**src/rtl/cmd_rx_deser.sv**
```systemverilog
// cmd_rx_deser: captures the serialized command stream from the sequencer.
// Bits are packed MSB-first into bytes. The final byte of each frame is tagged
// with LAST and a count of its valid bits. Bytes are buffered in a show-ahead
// FIFO that the consumer drains through a valid/ready handshake.
module cmd_rx_deser #(
  parameter int unsigned FIFO_DEPTH = 16,
  parameter int unsigned CNT_WIDTH  = 16
) (
  input  logic                 CLK,
  input  logic                 RST,
  input  logic                 ENABLE,
  input  logic                 SER_DATA,
  input  logic                 SER_VALID,
  output logic [7:0]           BYTE_DATA,
  output logic                 BYTE_LAST,
  output logic [2:0]           BYTE_NBITS,
  output logic                 BYTE_VALID,
  input  logic                 BYTE_READY,
  output logic [CNT_WIDTH-1:0] FRAME_CNT,
  output logic [CNT_WIDTH-1:0] LAST_FRAME_BITS,
  output logic                 OVERFLOW,
  input  logic                 CLEAR_OVF
);

  localparam int unsigned AW = $clog2(FIFO_DEPTH);
  localparam logic [AW:0]          PTR_ONE = 1;
  localparam logic [CNT_WIDTH-1:0] CNT_ONE = 1;

  typedef enum logic {IDLE, RECV} state_t;

  // Capture state
  state_t               state_q, state_d;
  logic                 blocked_q, blocked_d;
  logic [7:0]           shift_q, shift_d;
  logic [2:0]           idx_q, idx_d;
  logic                 pend_q, pend_d;
  logic [7:0]           pend_byte_q, pend_byte_d;
  logic [CNT_WIDTH-1:0] bits_q, bits_d;
  logic [CNT_WIDTH-1:0] frame_cnt_q, frame_cnt_d;
  logic [CNT_WIDTH-1:0] last_bits_q, last_bits_d;
  logic                 take_bit;

  // FIFO entry: {last, nbits[2:0], data[7:0]}
  logic                 push;
  logic [11:0]          push_word;

  // FIFO state
  logic [11:0]          mem_q [FIFO_DEPTH];
  logic [AW:0]          wr_ptr_q, rd_ptr_q;
  logic                 ovf_q;
  logic                 empty, full, pop, push_ok, drop;
  logic [11:0]          head;

  // Frame FSM and bit packer next-state. A completed byte waits in the pending
  // register and is pushed only when the next bit arrives. The frame end can
  // then always issue exactly one push without colliding with a byte push.
  always_comb begin
    state_d     = state_q;
    blocked_d   = blocked_q;
    shift_d     = shift_q;
    idx_d       = idx_q;
    pend_d      = pend_q;
    pend_byte_d = pend_byte_q;
    bits_d      = bits_q;
    frame_cnt_d = frame_cnt_q;
    last_bits_d = last_bits_q;
    take_bit    = 1'b0;
    push        = 1'b0;
    push_word   = '0;

    unique case (state_q)
      IDLE: begin
        if (!SER_VALID) begin
          blocked_d = 1'b0;
        end else if (!blocked_q) begin
          if (ENABLE) begin
            state_d  = RECV;
            take_bit = 1'b1;
          end else begin
            blocked_d = 1'b1;
          end
        end
      end
      RECV: begin
        if (SER_VALID) begin
          take_bit = 1'b1;
        end else begin
          state_d = IDLE;
          push    = 1'b1;
          if (idx_q != 3'd0) begin
            // Left-align the k partial bits: shift by 8-k, which is -k mod 8
            push_word = {1'b1, idx_q, shift_q << (3'd0 - idx_q)};
          end else begin
            push_word = {1'b1, 3'd0, pend_byte_q};
          end
          frame_cnt_d = frame_cnt_q + CNT_ONE;
          last_bits_d = bits_q;
          shift_d     = '0;
          idx_d       = '0;
          pend_d      = 1'b0;
          pend_byte_d = '0;
          bits_d      = '0;
        end
      end
    endcase

    if (take_bit) begin
      shift_d = {shift_q[6:0], SER_DATA};
      idx_d   = idx_q + 3'd1;
      if (bits_q != '1) begin
        bits_d = bits_q + CNT_ONE;
      end
      if (pend_q) begin
        push      = 1'b1;
        push_word = {1'b0, 3'd0, pend_byte_q};
      end
      if (idx_q == 3'd7) begin
        pend_d      = 1'b1;
        pend_byte_d = {shift_q[6:0], SER_DATA};
      end else begin
        pend_d = 1'b0;
      end
    end
  end

  // Capture registers
  always_ff @(posedge CLK or posedge RST) begin
    if (RST) begin
      state_q     <= IDLE;
      blocked_q   <= 1'b0;
      shift_q     <= '0;
      idx_q       <= '0;
      pend_q      <= 1'b0;
      pend_byte_q <= '0;
      bits_q      <= '0;
      frame_cnt_q <= '0;
      last_bits_q <= '0;
    end else begin
      state_q     <= state_d;
      blocked_q   <= blocked_d;
      shift_q     <= shift_d;
      idx_q       <= idx_d;
      pend_q      <= pend_d;
      pend_byte_q <= pend_byte_d;
      bits_q      <= bits_d;
      frame_cnt_q <= frame_cnt_d;
      last_bits_q <= last_bits_d;
    end
  end

  // FIFO status. A pop in the same cycle frees a slot, so a push to a full FIFO still succeeds.
  always_comb begin
    empty   = (wr_ptr_q == rd_ptr_q);
    full    = (wr_ptr_q[AW] != rd_ptr_q[AW]) && (wr_ptr_q[AW-1:0] == rd_ptr_q[AW-1:0]);
    pop     = !empty && BYTE_READY;
    push_ok = push && (!full || pop);
    drop    = push && full && !pop;
    head    = mem_q[rd_ptr_q[AW-1:0]];
  end

  // FIFO storage. Contents are not reset; the outputs are masked while the FIFO is empty.
  always_ff @(posedge CLK) begin
    if (push_ok) begin
      mem_q[wr_ptr_q[AW-1:0]] <= push_word;
    end
  end

  // FIFO pointers and sticky overflow (a drop takes priority over a clear)
  always_ff @(posedge CLK or posedge RST) begin
    if (RST) begin
      wr_ptr_q <= '0;
      rd_ptr_q <= '0;
      ovf_q    <= 1'b0;
    end else begin
      if (push_ok) wr_ptr_q <= wr_ptr_q + PTR_ONE;
      if (pop)     rd_ptr_q <= rd_ptr_q + PTR_ONE;
      if (drop) begin
        ovf_q <= 1'b1;
      end else if (CLEAR_OVF) begin
        ovf_q <= 1'b0;
      end
    end
  end

  // Output mapping of the show-ahead head entry
  always_comb begin
    BYTE_VALID = !empty;
    BYTE_DATA  = empty ? 8'd0 : head[7:0];
    BYTE_NBITS = empty ? 3'd0 : head[10:8];
    BYTE_LAST  = empty ? 1'b0 : head[11];
  end

  assign FRAME_CNT       = frame_cnt_q;
  assign LAST_FRAME_BITS = last_bits_q;
  assign OVERFLOW        = ovf_q;

endmodule
```
**config.mk**
```make
export PLATFORM = sky130hd
export DESIGN_NAME = cmd_rx_deser
export DESIGN_NICKNAME = d
export VERILOG_FILES = /design/src/rtl/cmd_rx_deser.sv
export SDC_FILE = /design/constraint.sdc
export NUM_CORES = 1
export LEC_CHECK = 0
export BUFFER_PORTS_ARGS = -buffer_cell sky130_fd_sc_hd__buf_2
export CAP_MARGIN = 20
export CORE_ASPECT_RATIO = 1.4
export CORE_MARGIN = 3
export CORE_UTILIZATION = 25
export DETAILED_ROUTE_END_ITERATION = 16
export GPL_TIMING_DRIVEN = 0
export PLACE_DENSITY = 0.37
export SETUP_SLACK_MARGIN = 0.2
export SLEW_MARGIN = 40
export SYNTH_ARGS = -nofsm -noshare
export SYNTH_HDL_FRONTEND = slang
export SYNTH_SLANG_ARGS = --single-unit
```
**constraint.sdc**
```tcl
create_clock -name CLK -period 7.2 [get_ports CLK]
set_input_delay 1.08 -clock CLK [delete_from_list [all_inputs] [get_ports CLK]]
set_output_delay 1.08 -clock CLK [all_outputs]
set_load 0.005 [all_outputs]
```
== After elaboration in Yosys (flattened, before gate mapping) ==
Memories as Yosys holds them, arrays and structs flattened.
Index checks and enable logic that the tools add are counted.

* Reductions and logical operators: 14
* Mux-type cells: 42
* Equality and inequality tests: 6
* Shifts and indexed selects: 1
* $add $sub $neg: 6
* Bitwise gates (word level): 2

{| class="wikitable"
|+ Operators with widths
! cell !! number
|-
| two-way mux 16 bit || 4
|-
| two-way mux 8 bit || 8
|-
| two-way mux 12 bit || 4
|-
| adder 16 x 1 -> 16 bit, second input constant || 2
|-
| two-way mux 1 bit || 20
|-
| inequality test 16 bit, second input constant || 1
|-
| two-way mux 3 bit || 4
|-
| two-way mux 11 bit || 1
|-
| adder 5 x 1 -> 5 bit, second input constant || 2
|-
| left shift 8 x 3 -> 8 bit || 1
|-
| equality test 5 bit || 1
|-
| logical AND 1 bit || 5
|-
| equality test 4 bit || 1
|-
| AND reduction 2 bit || 2
|-
| nonzero test 2 bit || 2
|-
| adder 3 x 1 -> 3 bit, second input constant || 1
|-
| equality test 3 bit, second input constant || 1
|-
| logical NOT 1 bit || 3
|-
| nonzero test 3 bit || 1
|-
| subtractor 1 x 3 -> 3 bit, first input constant || 1
|-
| inequality test 2 x 1 -> 1 bit, second input constant || 1
|-
| inverter 1 bit || 2
|-
| one-hot mux 1 bit (2 select lines) || 1
|-
| logical OR 1 bit || 1
|-
| inequality test 1 bit || 1
|}

* Memories: 1
* Bits of input ports: 7
* Bits in registers: 81
* Logic and storage cells: 84
* Memory bits (writable): 192

{| class="wikitable"
|+ Memories
! name !! depth !! width !! rd ports !! clocked after memory_dff !! write ports !! RTL line !! text
|-
| mem_q || 16 || 12 || 1 || 0 || 1 || 48 || <nowiki>logic [11:0] mem_q [FIFO_DEPTH];</nowiki>
|}

== Logic depth before layout (Yosys ltp) ==
Gate-level depths: netlist (run 1).

* Depth after elaboration: 8
* Mapped depth: 8
* Mapped depth without buffers: 6

== Least setup slack after synthesis (run 1) ==
No wires, ideal clock.

* Path kind: input-to-reg
* Start point: in SER_VALID
* End point: mem mem_q[15][0] (enable)
* Stages: 4
* Setup time: 0.399 ns
* Data required time: 6.801 ns
* Arrival time: 2.637 ns
* Path slack: 4.164 ns
* Path through: buf_2 -> and3b_1 -> o22ai_1 -> a2111oi_2

* Word-level cells in the longest chain between the ends: 7
* Elaborated cells between the ends (all ways): 10
* Those cells by class: mux (9); reduce/logical (1)

{| class="wikitable"
|+ RTL lines
! element !! RTL line !! text
|-
| from (decl) || 13 || <nowiki>input logic SER_VALID,</nowiki>
|-
| two-way mux 1 bit || 85 || <nowiki>if (SER_VALID) begin</nowiki>
|-
| two-way mux 1 bit || 71 || <nowiki>unique case (state_q)</nowiki>
|-
| two-way mux 1 bit || 113 || <nowiki>if (pend_q) begin</nowiki>
|-
| two-way mux 1 bit * || 107 || <nowiki>if (take_bit) begin</nowiki>
|-
| logical AND 1 bit * || 156 || <nowiki>push_ok = push && (!full || pop);</nowiki>
|-
| two-way mux 1 bit * || 163 || <nowiki>if (push_ok) begin</nowiki>
|-
| two-way mux 1 bit (implied by the code) * || 164 || <nowiki>mem_q[wr_ptr_q[AW-1:0]] <= push_word;</nowiki>
|-
| to (decl) || 48 ||
|}

Mark *: on every way between the ends. The rest lies on a longest branch, timed or not.

== Worst setup path after layout (run 1) ==
* Start point: reg rd_ptr_q[0]
* End point: out BYTE_DATA[6]

* Word-level cells in the longest chain between the ends: 2
* Elaborated cells between the ends (all ways): 3
* Those cells by class: eq/ne (1); mux (1); memory (1)

{| class="wikitable"
|+ RTL lines
! element !! RTL line !! text
|-
| from (decl) || 49 || <nowiki>logic [AW:0] wr_ptr_q, rd_ptr_q;</nowiki>
|-
| from (signal assigned) || 176 || <nowiki>if (pop) rd_ptr_q <= rd_ptr_q + PTR_ONE;</nowiki>
|-
| memory (16 x 12 bit) / equality test 5 bit (equally long branches) || -- ||
|-
| two-way mux 8 bit * || 188 || <nowiki>BYTE_DATA = empty ? 8'd0 : head[7:0];</nowiki>
|-
| to (decl) || 14 || <nowiki>output logic [7:0] BYTE_DATA,</nowiki>
|}

Marked as above.

==> impl_metrics.json, run 1 <==
{
  "layout.cells.non_filler": 1445,
  "fin_crit_sh": 0.565,
  "hold_class": "reg -> reg",
  "synth_largest_area_cell": "edfxtp_1",
  "initial_core_util": 0.253,
  "clock_skew_ns": 0.0316,
  "cts_made_buffers": 30,
  "n_antenna_cell": 0,
  "fp.dieH_um": 259,
  "slew_headroom": 0.452,
  "path_clk_slew_ns": 0.06,
  "via_per_inst": 4.54,
  "ys_seq_elements": 273,
  "synth_flop_cell": "edfxtp_1",
  "crit_fanout": 10,
  "cts_tree": "built",
  "setup_viol": 0,
  "vias": 6561,
  "drt_pass1_iterations": 4,
  "root_buffer": "clkbuf_16",
  "grtUsageTotal": 0.124,
  "max_slew.worst_pin.slew_ns": 0.821,
  "path_cells": "clkbuf_1 > buf_2 > mux4_2 > a22oi_1 > a21oi_1 > buf_2",
  "die_area_sq_um": 48400,
  "postCtsSetupBuffers": 0,
  "period_needed_ns": 4.07,
  "status": "complete, no violations",
  "synth_nets": 745,
  "totalWireLength_mm": 30.1,
  "nNetsFinal": 834,
  "synth-edff-count": 192,
  "grt_pass1_vias": 7209,
  "dp_cells": 1394,
  "crit_path_top_delay_cell": "mux4_2",
  "synth_common_cells": "edfxtp_1, dfrtp_1, nand2_1",
  "yosysUniqueCellTypes": 56,
  "netlist.area_leader.share": 0.504,
  "whs_ns": 0.469,
  "startpoint_type": "register",
  "ant_nets": 0,
  "place_hpwl_mm": 19.7,
  "ctsHtreeMaxLevel": 1,
  "ctsResizeCount": 0,
  "drc": 0,
  "cp_slowest_stage_delay_ns": 0.56,
  "grt_max_degree": 54,
  "worstSkewPairLatency_ns": 0.57,
  "p_per_area_nw_per_um2": 347,
  "area_growth_pct": 17.7,
  "grt_setup_unrepaired": "no",
  "ios": 53,
  "cp_common_cell": "buf_2",
  "die_w_um": 187,
  "wl_per_cell_um": 20.8,
  "total_leakage_power_nw": 4.92,
  "synthCells": 727,
  "drive_gt1_frac": 0.227,
  "syn_area_sq_um": 11400,
  "async_reset_ff_frac": 0.297,
  "antenna_found_initial": 0,
  "critPathKind": "reg -> out",
  "hold_viol": 0,
  "cp-end-kind": "output pin",
  "yosysWarnings": 0,
  "ir_worst_vdd_uv": 239,
  "ys_seq_area_frac": 0.681,
  "syn_area_per_cell_sq_um": 15.7,
  "yosysMostFrequentCell": "edfxtp_1",
  "slew_violations": 0,
  "cts_sinks": 273,
  "grt_pass1_wl_mm": 45.9,
  "synth_area_leaders": "edfxtp_1, dfrtp_1, mux4_2",
  "cts_buffer_depth": 3,
  "max_freq_mhz": 246,
  "std_cell_rows": 92,
  "arrival_ns": 2.99,
  "cts_hold_buf": 0,
  "drtIter0Drc": 360,
  "core_area_sq_um": 45100,
  "grt_overflow": 0,
  "setup-tns-final_ns": 0,
  "worst_ep_required_time_ns": 6.12,
  "maxCapViolations": 0,
  "port_buffers": 51,
  "place_congestion": 0.728
}
-- flip-flops by register name, indices dropped and copies added (netlist names), 3 cells and up --
name,flops
idx_q,3
mem_q,192
LAST_FRAME_BITS,16
wr_ptr_q,5
bits_q,16
rd_ptr_q,5
shift_q,8
FRAME_CNT,16
pend_byte_q,8
-- per-stage QoR --
step | worst slack [ns] | cell area (sq um) | power, W | util
floorplan | 4.04 | 11400 | 0.00280 | -
global placement | 2.55 | 12500 | 0.00334 | 0.276
detailed placement | 3.59 | 12600 | 0.00335 | 0.279
CTS | 2.98 | 13500 | 0.00479 | 0.298
global route | 2.99 | 13500 | 0.00494 | 0.298
finish | 3.13 | 13500 | 0.00468 | 0.298
-- worst max-delay path: cells and delay by family (launching register included) --
| kind | cells | cell delay, ns |
|---|---|---|
| buffers and inverters | 3 | 0.91 |
| AO/OA/AOI/OAI | 2 | 0.61 |
| multiplexers | 1 | 0.56 |
| flip-flops | 1 | 0.35 |
-- cell usage in the layout (no fill, tap or decap), types with 6 or more instances in the layout --
master     count
mux2i_1       13
mux4_2        51
nand4_1       14
clkbuf_1      22
edfxtp_1     192
dfrtp_1       81
ha_1          11
o31ai_1        8
a22o_1        16
clkinv_1       6
nand3_1       17
xnor2_1       15
nor2_1        12
nand2_1       74
a22oi_1       25
a21oi_1       23
nor2b_1        6
or4_1          6
buf_2         68
and3_1        14
xor2_1        12
clkbuf_16     30
inv_1         17
o21ai_0       12
and2_1        11
-- report_power, final --
group | internal, W | switching (W)
logic | 0.000562 | 0.000814
registers | 0.00181 | 0.0000817
clock network | 0.000793 | 0.000617
-- kinds of logic (layout without fill, tap and decap cells) --
logic type      count (synthesis)  count (layout)  share of synthesized area
fa+ha+maj                      11              11                     0.0120
simple gates                  178             178                     0.0795
buf+inv                        60             167                     0.0218
mux                            66              66                      0.114
xor+xnor                       28              28                     0.0221
flops                         273             273                      0.681
compound gates                111             111                     0.0695
-- per-layer routing --
metal	track usage	part of all wire	vias up
li1	-	-	3001
met1	0.148	0.41	3424
met2	0.235	0.54	107
met3	0.0185	0.035	29
met4	0.0300	0.015	0
met5	0	0	-
-- layout make-up --
cell class / instances / area, sq um
Clock inverter: 15 / 113
Inverter: 19 / 76.3
Timing Repair Buffer: 57 / 325
Tap cell: 611 / 764
Multi-Input combinational cell: 394 / 3440
Buffer: 41 / 183
Fill cell: 4611 / 31700
Clock buffer: 35 / 769
Sequential cell: 273 / 7790
-- final timing paths --
kind | from | end | slack, ns | cells after the start
max | rd_ptr_q[0] | BYTE_DATA[6] | 3.13 | 6
min | LAST_FRAME_BITS[7] | LAST_FRAME_BITS[7] | 0.47 | 2
max reg2reg | idx_q[0] | mem_q[7][5] | 4.11 | 8
min reg2reg | LAST_FRAME_BITS[7] | LAST_FRAME_BITS[7] | 0.47 | 2
max in group asynchronous | RST | bits_q[1] | 6.12 | 3
min in group asynchronous | RST | FRAME_CNT[12] | 0.50 | 2
Power figures use the tool's default switching activity.
==> run 2: changes to the inputs <==
Settings changed: PLACE_DENSITY 0.37 to 0.39.
Clock period 7.2 ns to 3.3 ns, I/O delays scaled along.
==> run 2 against run 1 <==
Combinational power grew 130%. Wire length down 3.2%. Hold slack worse by 0.35 ns. Register-to-register slack got worse by 3.6 ns. Sequential share of layout area is 0.99 points lower. Non-clock buffer count unchanged. Global-route usage decreased by 0.44 points. Highest routed layer unchanged. Flip-flop and latch count stayed put. Design area rose by 1.7%. Via count is 0.40% higher. Die area stayed put.
==> impl_metrics.json, run 2 (synthesis gave the netlist of run 1 again) <==
{
  "status": "complete, no violations",
  "grt_overflow": 0,
  "cts_tree": "built",
  "arrival_ns": 2.53,
  "grt_max_degree": 69,
  "fp.dieH_um": 259,
  "place_hpwl_mm": 19.4,
  "fin_crit_sh": 0.916,
  "nNetsFinal": 834,
  "path_buf_inv": 3,
  "ff2ff_path_depth": 8,
  "grt_setup_unrepaired": "yes",
  "crit_fanout": 10,
  "grtUsageTotal": 0.120,
  "core_area_sq_um": 45100,
  "antenna_found_initial": 0,
  "slew_violations": 0,
  "post-place-ws_ns": 0.117,
  "hold_class": "in -> reg",
  "min_to": "OVERFLOW",
  "ir_worst_vdd_uv": 380,
  "vias": 6587,
  "cp_slowest_stage_delay_ns": 0.55,
  "crit_path_top_delay_cell": "mux4_2",
  "ctsHtreeMaxLevel": 1,
  "clock_skew_ns": 0.0222,
  "cts_made_buffers": 30,
  "fillers": 4666,
  "initial_core_util": 0.253,
  "std_cell_rows": 92,
  "p_per_area_nw_per_um2": 781,
  "drive_gt1_frac": 0.257,
  "die_area_sq_um": 48400,
  "place_area_sq_um": 12600,
  "cp_top_family": "buffers and inverters",
  "hold_viol": 0,
  "drtIter0Drc": 394,
  "totalWireLength_mm": 29.1,
  "grt_pass1_vias": 7107,
  "largest_reg_flops": 192,
  "cts_sinks": 273,
  "rr_endpoint": "mem_q[1][6]",
  "startpoint_type": "register",
  "setup_slack_ns": 0.277,
  "drt_pass1_iterations": 4,
  "max_slew.worst_pin.slew_ns": 0.763,
  "root_buffer": "clkbuf_16",
  "cp-end-kind": "output pin",
  "finalInstanceArea_sq_um": 13700,
  "total_leakage_power_nw": 5.05,
  "worstReg2RegStart": "idx_q[0]",
  "setup-tns-final_ns": 0,
  "port_buffers": 51,
  "layout_commonest_cell": "edfxtp_1",
  "final_cell_mix": "edfxtp_1, dfrtp_1, nand2_1",
  "slew_headroom": 0.491,
  "path_clk_slew_ns": 0.06,
  "max_freq_mhz": 331,
  "setup_viol": 0,
  "grt_pass1_wl_mm": 44.8,
  "place_congestion": 0.707,
  "maxCapViolations": 0,
  "holdCritStartpoint": "CLEAR_OVF",
  "worstSkewPairLatency_ns": 0.57,
  "period_needed_ns": 3.02,
  "area_growth_pct": 19.7,
  "drc": 0,
  "rrSetupSlack_ns": 0.47,
  "ant_nets": 0,
  "via_per_inst": 4.54,
  "ios": 53,
  "n_antenna_cell": 0,
  "holdPathStages": 2,
  "wl_per_cell_um": 20.1,
  "worst_ep_required_time_ns": 2.80,
  "cts_buffer_depth": 3,
  "die_w_um": 187,
  "path_cells": "clkbuf_4 > buf_8 > mux4_2 > a22oi_1 > a21oi_1 > buf_2",
  "critPathKind": "reg -> out"
}
## run 2: cell types whose count changed in the layout (fill, tap and decap cells not counted), sizes merged, moves of 2 or more
cell	before	now
clkinvlp	1	3
clkinv	12	8
bufinv	1	3
buf	77	79
clkbuf	56	58
## run 2: metal layers
metal,global-route usage,wire length [um],vias up
li1,-,-,3007
met1,0.145,12200,3426
met2,0.224,15400,121
met3,0.0173,1030,33
met4,0.0307,509,0
met5,0,0,-
## run 2: worst max path at each step
stage           startpoint           end  slack (ns)  depth (start not counted)
2_1_floorplan     idx_q[0]   mem_q[0][7]        0.60                          8
3_3_place_gp      idx_q[0]  mem_q[12][7]       -0.98                          8
3_5_place_dp      idx_q[0]  mem_q[12][5]        0.12                          8
4_1_cts        rd_ptr_q[3]  BYTE_DATA[1]        0.16                          6
5_1_grt        rd_ptr_q[0]  BYTE_DATA[0]        0.14                          6
6_report       rd_ptr_q[0]  BYTE_DATA[0]        0.28                          6
## run 2: worst register-to-register path: stages (launching register included)
cell       delay [ns]
dfrtp_1          0.35
buf_2            0.27
inv_1            0.19
ha_1             0.32
clkbuf_2         0.23
mux2i_1          0.19
o22ai_1          0.25
mux2i_1          0.14
o2bb2ai_2        0.58
## run 2: through the flow
step | std cells | hold WS (ns) | power, W | utilization
after CTS | 1451 | 0.0792 | 0.0109 | 0.303
after detailed placement | 1393 | 0.429 | 0.00726 | 0.278
after floorplan | 727 | 0.468 | 0.00611 | -
after global placement | 1389 | 0.461 | 0.00723 | 0.276
final | 1451 | 0.123 | 0.0107 | 0.304
after global routing | 1451 | 0.0921 | 0.0113 | 0.304
## run 2: repair_timing
action	CTS	global route
hold buffers	1	0
endpoints found under the setup margin	45	87
hold endpoints to repair	13	0
gates resized for setup	25	16
buffers inserted	1	0
pin swaps	1	0
## run 2: area by class of cell
class                           count  area [sq um]  area share
Sequential cell                   273          7790       0.569
Multi-Input combinational cell    394          3470       0.253
Clock buffer                       40           850      0.0620
Tap cell                          611           764      0.0558
Timing Repair Buffer               57           323      0.0236
Buffer                             41           245      0.0179
Clock inverter                     16           176      0.0129
Inverter                           19          78.8     0.00576
## run 2: where the power goes
group	switching, W	leakage (nW)	internal, W	total [W]
logic	0.00179	1.76	0.00133	0.00311
clock network	0.00141	0.498	0.00205	0.00345
registers	0.000182	2.80	0.00395	0.00413
total	0.00337	5.05	0.00732	0.0107
